`src/rtl/player_pkg.sv`:
```
// Default sprite geometry and colours shared by every player instance.
package player_pkg;
  localparam int          DEF_SPR_W        = 40;
  localparam int          DEF_SPR_H        = 80;
  localparam int          DEF_LEG_H        = 20;
  localparam int          DEF_EYE_X        = 6;
  localparam int          DEF_EYE_Y        = 10;
  localparam int          DEF_EYE_SZ       = 6;
  localparam logic [11:0] DEF_BODY_COLOR   = 12'hF00;
  localparam logic [11:0] DEF_EYE_COLOR    = 12'h000;
  localparam int          DEF_ANIM_DIV     = 8;
  localparam int          DEF_BLINK_PERIOD = 180;
  localparam int          DEF_BLINK_LEN    = 6;

  typedef struct packed {
    logic [10:0] hcount;
    logic [10:0] vcount;
    logic        hsync;
    logic        vsync;
    logic        hblnk;
    logic        vblnk;
    logic [11:0] rgb;
  } vga_t;
endpackage

```
`src/rtl/state_pkg.sv`:
```
// Player movement state shared by the control and drawing logic.
package state_pkg;
  typedef enum logic [1:0] {
    IDLE   = 2'd0,
    LEFT2  = 2'd1,
    RIGHT2 = 2'd2
  } State;
endpackage

```
`src/rtl/vga_if.sv`:
```
// VGA timing plus pixel colour as passed between drawing stages.
interface vga_if;
  logic [10:0] hcount;
  logic [10:0] vcount;
  logic        hsync;
  logic        vsync;
  logic        hblnk;
  logic        vblnk;
  logic [11:0] rgb;

  modport in     (input  hcount, vcount, hsync, vsync, hblnk, vblnk, rgb);
  modport out    (output hcount, vcount, hsync, vsync, hblnk, vblnk, rgb);
  modport slave  (input  hcount, vcount, hsync, vsync, hblnk, vblnk, rgb);
  modport master (output hcount, vcount, hsync, vsync, hblnk, vblnk, rgb);
endinterface

```
`src/rtl/player_anim_ctrl.sv`:
```
// Per-frame control: vblank-edge detect, shadow position/state, walk and blink counters.
module player_anim_ctrl
  import state_pkg::*;
#(
  parameter int ANIM_DIV     = 8,
  parameter int BLINK_PERIOD = 180,
  parameter int BLINK_LEN    = 6
) (
  input  logic        clk,
  input  logic        rst,
  input  logic        i_vblnk,
  input  logic [11:0] i_xpos,
  input  logic [11:0] i_ypos,
  input  State        i_state,
  output logic [11:0] o_sx,
  output logic [11:0] o_sy,
  output State        o_s_state,
  output logic        o_walk_frame,
  output logic        o_blink
);
  localparam int AW = (ANIM_DIV > 1) ? $clog2(ANIM_DIV) : 1;
  localparam int BW = (BLINK_PERIOD > 1) ? $clog2(BLINK_PERIOD) : 1;

  logic          r_vblnk_d;
  logic [11:0]   r_sx;
  logic [11:0]   r_sy;
  State          r_s_state;
  logic [AW-1:0] r_anim_cnt;
  logic          r_walk_frame;
  logic [BW-1:0] r_blink_cnt;
  logic          r_blink;
  logic          w_fe;
  logic [BW-1:0] w_blink_nxt;

  assign w_fe        = i_vblnk & ~r_vblnk_d;
  assign w_blink_nxt = (r_blink_cnt == BW'(BLINK_PERIOD - 1)) ? BW'(0) : r_blink_cnt + BW'(1);

  // Everything advances once per frame, on the rising edge of vblank.
  always_ff @(posedge clk) begin
    if (rst) begin
      r_vblnk_d    <= 1'b0;
      r_sx         <= 12'd0;
      r_sy         <= 12'd0;
      r_s_state    <= IDLE;
      r_anim_cnt   <= AW'(0);
      r_walk_frame <= 1'b0;
      r_blink_cnt  <= BW'(0);
      r_blink      <= 1'b0;
    end else begin
      r_vblnk_d <= i_vblnk;
      if (w_fe) begin
        r_sx        <= i_xpos;
        r_sy        <= i_ypos;
        r_s_state   <= i_state;
        r_blink_cnt <= w_blink_nxt;
        r_blink     <= (w_blink_nxt >= BW'(BLINK_PERIOD - BLINK_LEN));
        if (i_state == IDLE) begin
          r_anim_cnt   <= AW'(0);
          r_walk_frame <= 1'b0;
        end else if (r_anim_cnt == AW'(ANIM_DIV - 1)) begin
          r_anim_cnt   <= AW'(0);
          r_walk_frame <= ~r_walk_frame;
        end else begin
          r_anim_cnt <= r_anim_cnt + AW'(1);
        end
      end
    end
  end

  assign o_sx         = r_sx;
  assign o_sy         = r_sy;
  assign o_s_state    = r_s_state;
  assign o_walk_frame = r_walk_frame;
  assign o_blink      = r_blink;
endmodule

```
`src/rtl/draw_player_anim.sv`:
```
// Animated player sprite overlay: two-stage pixel pipeline (hit test, then colour select).
module draw_player_anim
  import state_pkg::*, player_pkg::*;
#(
  parameter int          SPR_W        = DEF_SPR_W,
  parameter int          SPR_H        = DEF_SPR_H,
  parameter int          LEG_H        = DEF_LEG_H,
  parameter int          EYE_X        = DEF_EYE_X,
  parameter int          EYE_Y        = DEF_EYE_Y,
  parameter int          EYE_SZ       = DEF_EYE_SZ,
  parameter logic [11:0] BODY_COLOR   = DEF_BODY_COLOR,
  parameter logic [11:0] EYE_COLOR    = DEF_EYE_COLOR,
  parameter int          ANIM_DIV     = DEF_ANIM_DIV,
  parameter int          BLINK_PERIOD = DEF_BLINK_PERIOD,
  parameter int          BLINK_LEN    = DEF_BLINK_LEN
) (
  input  logic        clk,
  input  logic        rst,
  vga_if.in           vga_in,
  vga_if.out          vga_out,
  input  logic [11:0] xpos,
  input  logic [11:0] ypos,
  input  State        state
);
  localparam logic [11:0] L_W       = 12'(SPR_W);
  localparam logic [11:0] L_H       = 12'(SPR_H);
  localparam logic [11:0] L_BODY_H  = 12'(SPR_H - LEG_H);
  localparam logic [11:0] L_THIRD   = 12'(SPR_W / 3);
  localparam logic [11:0] L_THIRD_R = 12'(SPR_W - SPR_W / 3);
  localparam logic [11:0] L_EY0     = 12'(EYE_Y);
  localparam logic [11:0] L_EY1     = 12'(EYE_Y + EYE_SZ);
  localparam logic [11:0] L_EL0     = 12'(EYE_X);
  localparam logic [11:0] L_EL1     = 12'(EYE_X + EYE_SZ);
  localparam logic [11:0] L_ER0     = 12'(SPR_W - EYE_X - EYE_SZ);
  localparam logic [11:0] L_ER1     = 12'(SPR_W - EYE_X);

  logic [11:0] w_sx, w_sy, w_rx, w_ry;
  State        w_s_state;
  logic        w_walk_frame, w_blink;
  logic        w_in_box, w_frame1, w_outer, w_eye_row;
  logic        w_body, w_leg, w_eye_l, w_eye_r, w_eye_on;
  logic [11:0] w_rgb;
  logic        r_in_box, r_body, r_leg, r_eye_l, r_eye_r;
  vga_t        r_vga_d1;

  player_anim_ctrl #(
    .ANIM_DIV    (ANIM_DIV),
    .BLINK_PERIOD(BLINK_PERIOD),
    .BLINK_LEN   (BLINK_LEN)
  ) u_ctrl (
    .clk         (clk),
    .rst         (rst),
    .i_vblnk     (vga_in.vblnk),
    .i_xpos      (xpos),
    .i_ypos      (ypos),
    .i_state     (state),
    .o_sx        (w_sx),
    .o_sy        (w_sy),
    .o_s_state   (w_s_state),
    .o_walk_frame(w_walk_frame),
    .o_blink     (w_blink)
  );

  // Positions left of / above the sprite wrap to large values and fall outside the box.
  assign w_rx      = {1'b0, vga_in.hcount} - w_sx;
  assign w_ry      = {1'b0, vga_in.vcount} - w_sy;
  assign w_in_box  = (w_rx < L_W) && (w_ry < L_H);
  assign w_frame1  = w_walk_frame && (w_s_state != IDLE);
  assign w_outer   = (w_rx < L_THIRD) || (w_rx >= L_THIRD_R);
  assign w_eye_row = (w_ry >= L_EY0) && (w_ry < L_EY1);
  assign w_body    = w_in_box && (w_ry < L_BODY_H);
  assign w_leg     = w_in_box && (w_ry >= L_BODY_H) && (w_frame1 ? !w_outer : w_outer);
  assign w_eye_l   = w_in_box && w_eye_row && (w_rx >= L_EL0) && (w_rx < L_EL1);
  assign w_eye_r   = w_in_box && w_eye_row && (w_rx >= L_ER0) && (w_rx < L_ER1);

  // Stage 1: hit flags and the delayed input stream.
  always_ff @(posedge clk) begin
    if (rst) begin
      r_in_box <= 1'b0;
      r_body   <= 1'b0;
      r_leg    <= 1'b0;
      r_eye_l  <= 1'b0;
      r_eye_r  <= 1'b0;
      r_vga_d1 <= '{11'd0, 11'd0, 1'b0, 1'b0, 1'b0, 1'b0, 12'd0};
    end else begin
      r_in_box <= w_in_box;
      r_body   <= w_body;
      r_leg    <= w_leg;
      r_eye_l  <= w_eye_l;
      r_eye_r  <= w_eye_r;
      r_vga_d1 <= {vga_in.hcount, vga_in.vcount, vga_in.hsync, vga_in.vsync,
                   vga_in.hblnk, vga_in.vblnk, vga_in.rgb};
    end
  end

  // Stage 2 colour select; an unknown state value draws nothing.
  always_comb begin
    w_eye_on = 1'b0;
    w_rgb    = r_vga_d1.rgb;
    case (w_s_state)
      IDLE:    w_eye_on = r_eye_l || r_eye_r;
      LEFT2:   w_eye_on = r_eye_l;
      RIGHT2:  w_eye_on = r_eye_r;
      default: w_eye_on = 1'b0;
    endcase
    if (!r_in_box || !(w_s_state inside {IDLE, LEFT2, RIGHT2})) begin
      w_rgb = r_vga_d1.rgb;
    end else if (w_eye_on && !w_blink) begin
      w_rgb = EYE_COLOR;
    end else if (r_body || r_leg) begin
      w_rgb = BODY_COLOR;
    end else begin
      w_rgb = r_vga_d1.rgb;
    end
  end

  // Stage 2 output register.
  always_ff @(posedge clk) begin
    if (rst) begin
      vga_out.hcount <= 11'd0;
      vga_out.vcount <= 11'd0;
      vga_out.hsync  <= 1'b0;
      vga_out.vsync  <= 1'b0;
      vga_out.hblnk  <= 1'b0;
      vga_out.vblnk  <= 1'b0;
      vga_out.rgb    <= 12'd0;
    end else begin
      vga_out.hcount <= r_vga_d1.hcount;
      vga_out.vcount <= r_vga_d1.vcount;
      vga_out.hsync  <= r_vga_d1.hsync;
      vga_out.vsync  <= r_vga_d1.vsync;
      vga_out.hblnk  <= r_vga_d1.hblnk;
      vga_out.vblnk  <= r_vga_d1.vblnk;
      vga_out.rgb    <= w_rgb;
    end
  end
endmodule

```
`src/flat_wrapper.sv`:
```
// flat-port wrapper written by rule: the top's interface ports become plain ports
module draw_player_anim_flat import state_pkg::*, player_pkg::*;
#(
  parameter int          SPR_W        = DEF_SPR_W,
  parameter int          SPR_H        = DEF_SPR_H,
  parameter int          LEG_H        = DEF_LEG_H,
  parameter int          EYE_X        = DEF_EYE_X,
  parameter int          EYE_Y        = DEF_EYE_Y,
  parameter int          EYE_SZ       = DEF_EYE_SZ,
  parameter logic [11:0] BODY_COLOR   = DEF_BODY_COLOR,
  parameter logic [11:0] EYE_COLOR    = DEF_EYE_COLOR,
  parameter int          ANIM_DIV     = DEF_ANIM_DIV,
  parameter int          BLINK_PERIOD = DEF_BLINK_PERIOD,
  parameter int          BLINK_LEN    = DEF_BLINK_LEN
)
  (clk, rst, xpos, ypos, state, vga_in_hcount, vga_in_vcount, vga_in_hsync, vga_in_vsync, vga_in_hblnk, vga_in_vblnk, vga_in_rgb, vga_out_hcount, vga_out_vcount, vga_out_hsync, vga_out_vsync, vga_out_hblnk, vga_out_vblnk, vga_out_rgb);
  vga_if vga_in_i ();
  vga_if vga_out_i ();
  input  logic clk;
  input  logic rst;
  input  logic [11:0] xpos;
  input  logic [11:0] ypos;
  input  State state;
  input wire logic [$bits(vga_in_i.hcount)-1:0] vga_in_hcount;
  input wire logic [$bits(vga_in_i.vcount)-1:0] vga_in_vcount;
  input wire logic [$bits(vga_in_i.hsync)-1:0] vga_in_hsync;
  input wire logic [$bits(vga_in_i.vsync)-1:0] vga_in_vsync;
  input wire logic [$bits(vga_in_i.hblnk)-1:0] vga_in_hblnk;
  input wire logic [$bits(vga_in_i.vblnk)-1:0] vga_in_vblnk;
  input wire logic [$bits(vga_in_i.rgb)-1:0] vga_in_rgb;
  output wire logic [$bits(vga_out_i.hcount)-1:0] vga_out_hcount;
  output wire logic [$bits(vga_out_i.vcount)-1:0] vga_out_vcount;
  output wire logic [$bits(vga_out_i.hsync)-1:0] vga_out_hsync;
  output wire logic [$bits(vga_out_i.vsync)-1:0] vga_out_vsync;
  output wire logic [$bits(vga_out_i.hblnk)-1:0] vga_out_hblnk;
  output wire logic [$bits(vga_out_i.vblnk)-1:0] vga_out_vblnk;
  output wire logic [$bits(vga_out_i.rgb)-1:0] vga_out_rgb;
  assign vga_in_i.hcount = vga_in_hcount;
  assign vga_in_i.vcount = vga_in_vcount;
  assign vga_in_i.hsync = vga_in_hsync;
  assign vga_in_i.vsync = vga_in_vsync;
  assign vga_in_i.hblnk = vga_in_hblnk;
  assign vga_in_i.vblnk = vga_in_vblnk;
  assign vga_in_i.rgb = vga_in_rgb;
  assign vga_out_hcount = vga_out_i.hcount;
  assign vga_out_vcount = vga_out_i.vcount;
  assign vga_out_hsync = vga_out_i.hsync;
  assign vga_out_vsync = vga_out_i.vsync;
  assign vga_out_hblnk = vga_out_i.hblnk;
  assign vga_out_vblnk = vga_out_i.vblnk;
  assign vga_out_rgb = vga_out_i.rgb;
  draw_player_anim #(.SPR_W(SPR_W), .SPR_H(SPR_H), .LEG_H(LEG_H), .EYE_X(EYE_X), .EYE_Y(EYE_Y), .EYE_SZ(EYE_SZ), .BODY_COLOR(BODY_COLOR), .EYE_COLOR(EYE_COLOR), .ANIM_DIV(ANIM_DIV), .BLINK_PERIOD(BLINK_PERIOD), .BLINK_LEN(BLINK_LEN)) u_core (.clk(clk), .rst(rst), .vga_in(vga_in_i), .vga_out(vga_out_i), .xpos(xpos), .ypos(ypos), .state(state));
endmodule
```
`config.mk`:
```
export PLATFORM = sky130hd
export DESIGN_NAME = draw_player_anim_flat
export DESIGN_NICKNAME = d
export VERILOG_FILES = /design/src/rtl/player_pkg.sv /design/src/rtl/state_pkg.sv /design/src/rtl/vga_if.sv /design/src/rtl/player_anim_ctrl.sv /design/src/rtl/draw_player_anim.sv /design/src/flat_wrapper.sv
export SDC_FILE = /design/constraint.sdc
export NUM_CORES = 1
export LEC_CHECK = 0
export CAP_MARGIN = 20
export CORE_ASPECT_RATIO = 0.5
export CORE_MARGIN = 10
export CORE_UTILIZATION = 50
export CTS_CLUSTER_DIAMETER = 50
export DETAILED_ROUTE_END_ITERATION = 12
export PLACE_DENSITY = 0.78
export RECOVER_POWER = 25
export SLEW_MARGIN = 10
export SYNTH_ARGS = -nofsm -noshare
export SYNTH_HDL_FRONTEND = slang
export SYNTH_SLANG_ARGS = --single-unit
```
`constraint.sdc`:
```
create_clock -name clk -period 4.3 [get_ports clk]
set_input_delay 0.645 -clock clk [delete_from_list [all_inputs] [get_ports clk]]
set_output_delay 0.645 -clock clk [all_outputs]
set_load 0.01 [all_outputs]
```
Word-level counts from Yosys, hierarchy flattened
Index checks and enable logic that the tools add are counted.
{"block": "word_totals", "register_bits": 120, "input_bits": 66, "output_inout_bits": 38}
{"block": "classes", "addsub": 4, "n_lt_le_gt_ge": 13, "eq_ne": 4, "mux": 10, "n_bitwise": 3, "n_reduce_logical": 26}
{"cell": "$lt A12 B6 Y1 const B", "count": 3}
{"cell": "$mux W12", "count": 3}
{"cell": "$ge A12 B5 Y1 const B", "count": 2}
{"cell": "$lt A12 B4 Y1 const B", "count": 2}
{"cell": "$sub A11 B12 Y12", "count": 2}
{"cell": "$ge A12 B3 Y1 const B", "count": 1}
{"cell": "$ge A12 B4 Y1 const B", "count": 1}
{"cell": "$ge A12 B6 Y1 const B", "count": 1}
{"cell": "$logic_and A1 B1 Y1", "count": 12}
{"cell": "$lt A12 B5 Y1 const B", "count": 1}
{"cell": "$lt A12 B7 Y1 const B", "count": 1}
{"cell": "$add A8 B1 Y8 const B", "count": 1}
{"cell": "$eq A8 B8 Y1 const B", "count": 1}
{"cell": "$ge A8 B8 Y1 const B", "count": 1}
{"cell": "$mux W8", "count": 1}
{"cell": "$mux W3", "count": 2}
{"cell": "$logic_not A1 Y1", "count": 4}
{"cell": "$logic_not A2 Y1", "count": 2}
{"cell": "$logic_or A1 B1 Y1", "count": 4}
{"cell": "$reduce_bool A2 Y1", "count": 2}
{"cell": "$add A3 B1 Y3 const B", "count": 1}
{"cell": "$eq A3 B3 Y1 const B", "count": 1}
{"cell": "$mux W1", "count": 3}
{"cell": "$pmux W1 S3", "count": 1}
{"cell": "6 further kinds", "count": 7}

Depth between registers and ports, before layout
{"block": "logic_depth", "ltp_word": 6, "depth_mapped": 12, "mapped_depth_nobuf": 12}

Modules after synthesis
From an unflattened synthesis, not the netlist that was laid out.
{"block": "hier_totals", "hier_cells": 584, "hier_area_um2": 5246.3}
{"module": "draw_player_anim", "instances": 1, "cells_per_inst": 380, "area_each_um2": 3612.2}
{"module": "player_anim_ctrl", "instances": 1, "cells_per_inst": 204, "area_each_um2": 1634.1}

Least setup slack after synthesis
No wires, ideal clock.
{"block": "synth_timing", "kind": "in2reg", "startpoint": "input vga_in_vcount[0]", "endpoint": "register u_core.r_body", "setup_time_ns": 0.087, "arrival_ns": 2.839, "t_required_ns": 4.213, "slack_ns": 1.374, "cell_stages": 12, "cell_sequence": "inv_1 ha_1 inv_1 fa_1 a21o_1 a21oi_1 xnor2_1 nand2_1 a31oi_2 o2111ai_2 nor4_4 nor4b_4"}
{"block": "synth_between", "elab_chain_len": 4}
{"item": "start, declared", "line_no": "flat_wrapper.sv:25", "rtl": "input wire logic [$bits(vga_in_i.vcount)-1:0] vga_in_vcount;"}
{"item": "$sub A11 B12 Y12 *", "line_no": "draw_player_anim.sv:66", "rtl": "assign w_ry = {1'b0, vga_in.vcount} - w_sy;"}
{"item": "$lt A12 B7 Y1", "line_no": "draw_player_anim.sv:67", "rtl": "assign w_in_box = (w_rx < L_W) && (w_ry < L_H);"}
{"item": "$logic_and A1 B1 Y1", "line_no": "draw_player_anim.sv:67"}
{"item": "$logic_and A1 B1 Y1 *", "line_no": "draw_player_anim.sv:71", "rtl": "assign w_body = w_in_box && (w_ry < L_BODY_H);"}
{"item": "end signal, assigned", "line_no": "draw_player_anim.sv:87", "rtl": "r_body <= w_body;"}
{"item": "end, declared", "line_no": "draw_player_anim.sv:43", "rtl": "logic r_in_box, r_body, r_leg, r_eye_l, r_eye_r;"}
Mark *: on every way between the ends. The rest lies on a longest branch, timed or not.
A chain may end at the register's enable or synchronous reset.

Worst setup path after layout
Ends and elaborated chain as after synthesis.

==> metrics.cfg <==
[outcome]
status=complete, but fails checks
violations=capacitance limit, slew limit

[worst_setup_path]
rr_worst_depth=10
r2r_slack_ps=1310
crit_path_start_kind=input pin
r2r_start=u_core.u_ctrl.o_sx[0]
rr_endpoint=u_core.r_body
critPathArrivalTime_ps=3670
crit_type=in2reg
critPathRequiredTime_ps=4610
path_max_fanout=4
crit_path_end_kind=flop

[die]
die_y_um=93.1
core_um2=10300
start_util_pct=51.8
fp.dieW_um=166
dieArea_um2=15500
io_pins=104
rows=26

[sta]
final-hold-violation-count=0
fin_crit_sh_pct=78.1
clock_skew_ps=7.33
setup_tns_ps=0
maxSlewHeadroom_pct=-32.0
fin_crit_ps=3360
report.final.setup_viol=0
fmax_ghz=0.298
slew_violations=104
worst_pin_slew_ps=1980
rsz0062_at_grt=false

[synthesis]
netlist_top_cells_count=120 x dfxtp_1, 75 x nand2_1, 71 x nor2b_1, 51 x a21oi_1, 36 x inv_1
synthArstFlopShare_pct=0
yosys.cell_types.count=67
yosysWarnings=0
yosysTopAreaCell=dfxtp_1
ys_ff_latch=120
synth-edff-count=0
avgSynthCellArea_um2=8.87
synthMostInstantiatedCell=dfxtp_1
synth_top_area_share_pct=45.0
synth_area_um2=5340
syn_inst=602
synthTopCellsByArea=dfxtp_1 45%, nor2b_1 8.3%, ha_1 6.1%
synth_top_flop_cell=dfxtp_1
synth_seq_area_share_pct=45.0
syn-num-nets=696

[global_routing]
grt_use_total_pct=16.4
grt_max_degree=104
overflow=0
antenna_found_initial=0
grt_pass1_wl_um=21000
grt_pass1_vias=4070

[clocking]
cts_root_buf=clkbuf_16
cts_tree=done
cts.repair.resized=0
cts_buffers=17
clkTransAtPathRegs_ps=60
postCtsHoldBufs=0
clock_path_buffers=2
clk_latency_ps=400
cts_setup_buffers=0
htreeDepth=4
numClockSinks=120

[worst_hold_path]
holdCritStartpoint=u_core.r_vga_d1[1]
min_to=u_core.vga_out.rgb[1]
hold_class=reg2reg
holdPathStages=1

[run]
drv_cap=1

[final_layout]
num-nets-final=797
seq_area_um2=2400
syn_to_final_growth_pct=31.1
diodes=0
multiInputGateArea_um2=2690
num-fill-cells=820
final_util_pct=67.9
drive_gt1_share_pct=8.25

[drt]
num_vias=4338
first_pass_iters=4
drc_errors=0
avgViaCountPerCell=5.07
routed_wirelength_um=13000
ant_nets=0
first_iter_violations=302
wl_per_cell_um=15.2

[placement]
dp_hpwl_um=9590
globalplace.congestion=0.892
portBuffers=103

[power]
irDropWorstVdd_mv=0.267
leakage_nw=2.70
p_per_area_nw_per_um2=416

[stage by stage]
step	cells	total power [mW]	setup slack (ps)	area (µm²)	hold WS (ps)
final	855	2.91	941	7000	423
after global routing	855	3.04	743	7000	438
after global placement	824	1.65	707	6470	408
after floorplan	602	1.50	1370	5340	406
after detailed placement	824	1.66	623	6470	412
after CTS	855	2.94	1030	7010	426
[worst max path at each step]
stage / startpoint / end / slack, ps / cells past startpoint
2_1_floorplan: vga_in_vcount[0] / u_core.r_body / 1370 / 12
4_1_cts: vga_in_vcount[0] / u_core.r_body / 1030 / 13
5_1_grt: vga_in_vcount[0] / u_core.r_body / 740 / 13
6_report: vga_in_vcount[0] / u_core.r_body / 940 / 13
3_5_place_dp: vga_in_vcount[0] / u_core.r_body / 620 / 13
3_3_place_gp: vga_in_vcount[0] / u_core.r_body / 710 / 13
[cell families after synthesis]
logic type	after synthesis	share of synthesized area, %
buffers and inverters	62	4.69
DFF	120	45.0
xor gates and xnor gates	20	3.28
AOI/OAI and AO/OA	123	15.0
muxes	3	0.609
adders and majority gates	28	6.84
and+or+nand+nor	246	24.5
[state kept, by name, indices dropped and copies added, names as in the netlist, 2 cells and up]
signal                     count
u_core.r_vga_d1               38
u_core.u_ctrl.o_s_state        2
u_core.u_ctrl.o_sx            12
u_core.u_ctrl.o_sy            12
u_core.u_ctrl.r_anim_cnt       3
u_core.u_ctrl.r_blink_cnt      8
u_core.vga_out.hcount         11
u_core.vga_out.rgb            12
u_core.vga_out.vcount         11
[layout make-up]
class	instances	share of cell area (%)
repair buffers	108	15.1
flip-flops and latches	120	34.3
inverters	36	1.93
clock buffers	19	6.33
well taps	140	2.50
clock inverters	12	1.36
multi-input cells	420	38.4
[per-layer routing]
metal | up-vias | wire [µm] | global-route usage (%)
li1 | 2249 | - | -
met1 | 1970 | 6380 | 22.1
met2 | 112 | 5730 | 25.3
met3 | 7 | 789 | 4.55
met4 | 0 | 76 | 4.84
met5 | - | 0 | 0
[power by group]
| group | internal (mW) | switching (mW) | total, mW | leakage, nW |
|---|---|---|---|---|
| Sequential | 1.16 | 0.0206 | 1.18 | 0.988 |
| Combinational | 0.218 | 0.244 | 0.462 | 1.46 |
| Clock | 0.755 | 0.513 | 1.27 | 0.260 |
| Total | 2.13 | 0.778 | 2.91 | 2.70 |
[critical path, stage by stage]
cell             delay (ps)
clkdlybuf4s50_1         390
inv_1                    80
ha_1                    270
inv_1                    80
fa_1                    440
a21o_1                  180
a21oi_1                 260
xnor2_1                 180
nand2_1                  90
a31oi_2                 230
o2111ai_2               220
nor4_4                  370
nor4b_4                 240
[cell usage in the layout, fill, tap and decap left out, drive strengths merged, types with 12 or more instances in the layout]
master	count
dfxtp	120
clkdlybuf4s50	102
nand2	76
nor2b	71
a21oi	53
inv	39
nor2	34
ha	26
clkbuf	21
nand3	17
o21ai	16
xnor2	12
No activity file was read; power rests on OpenSTA's default activity.
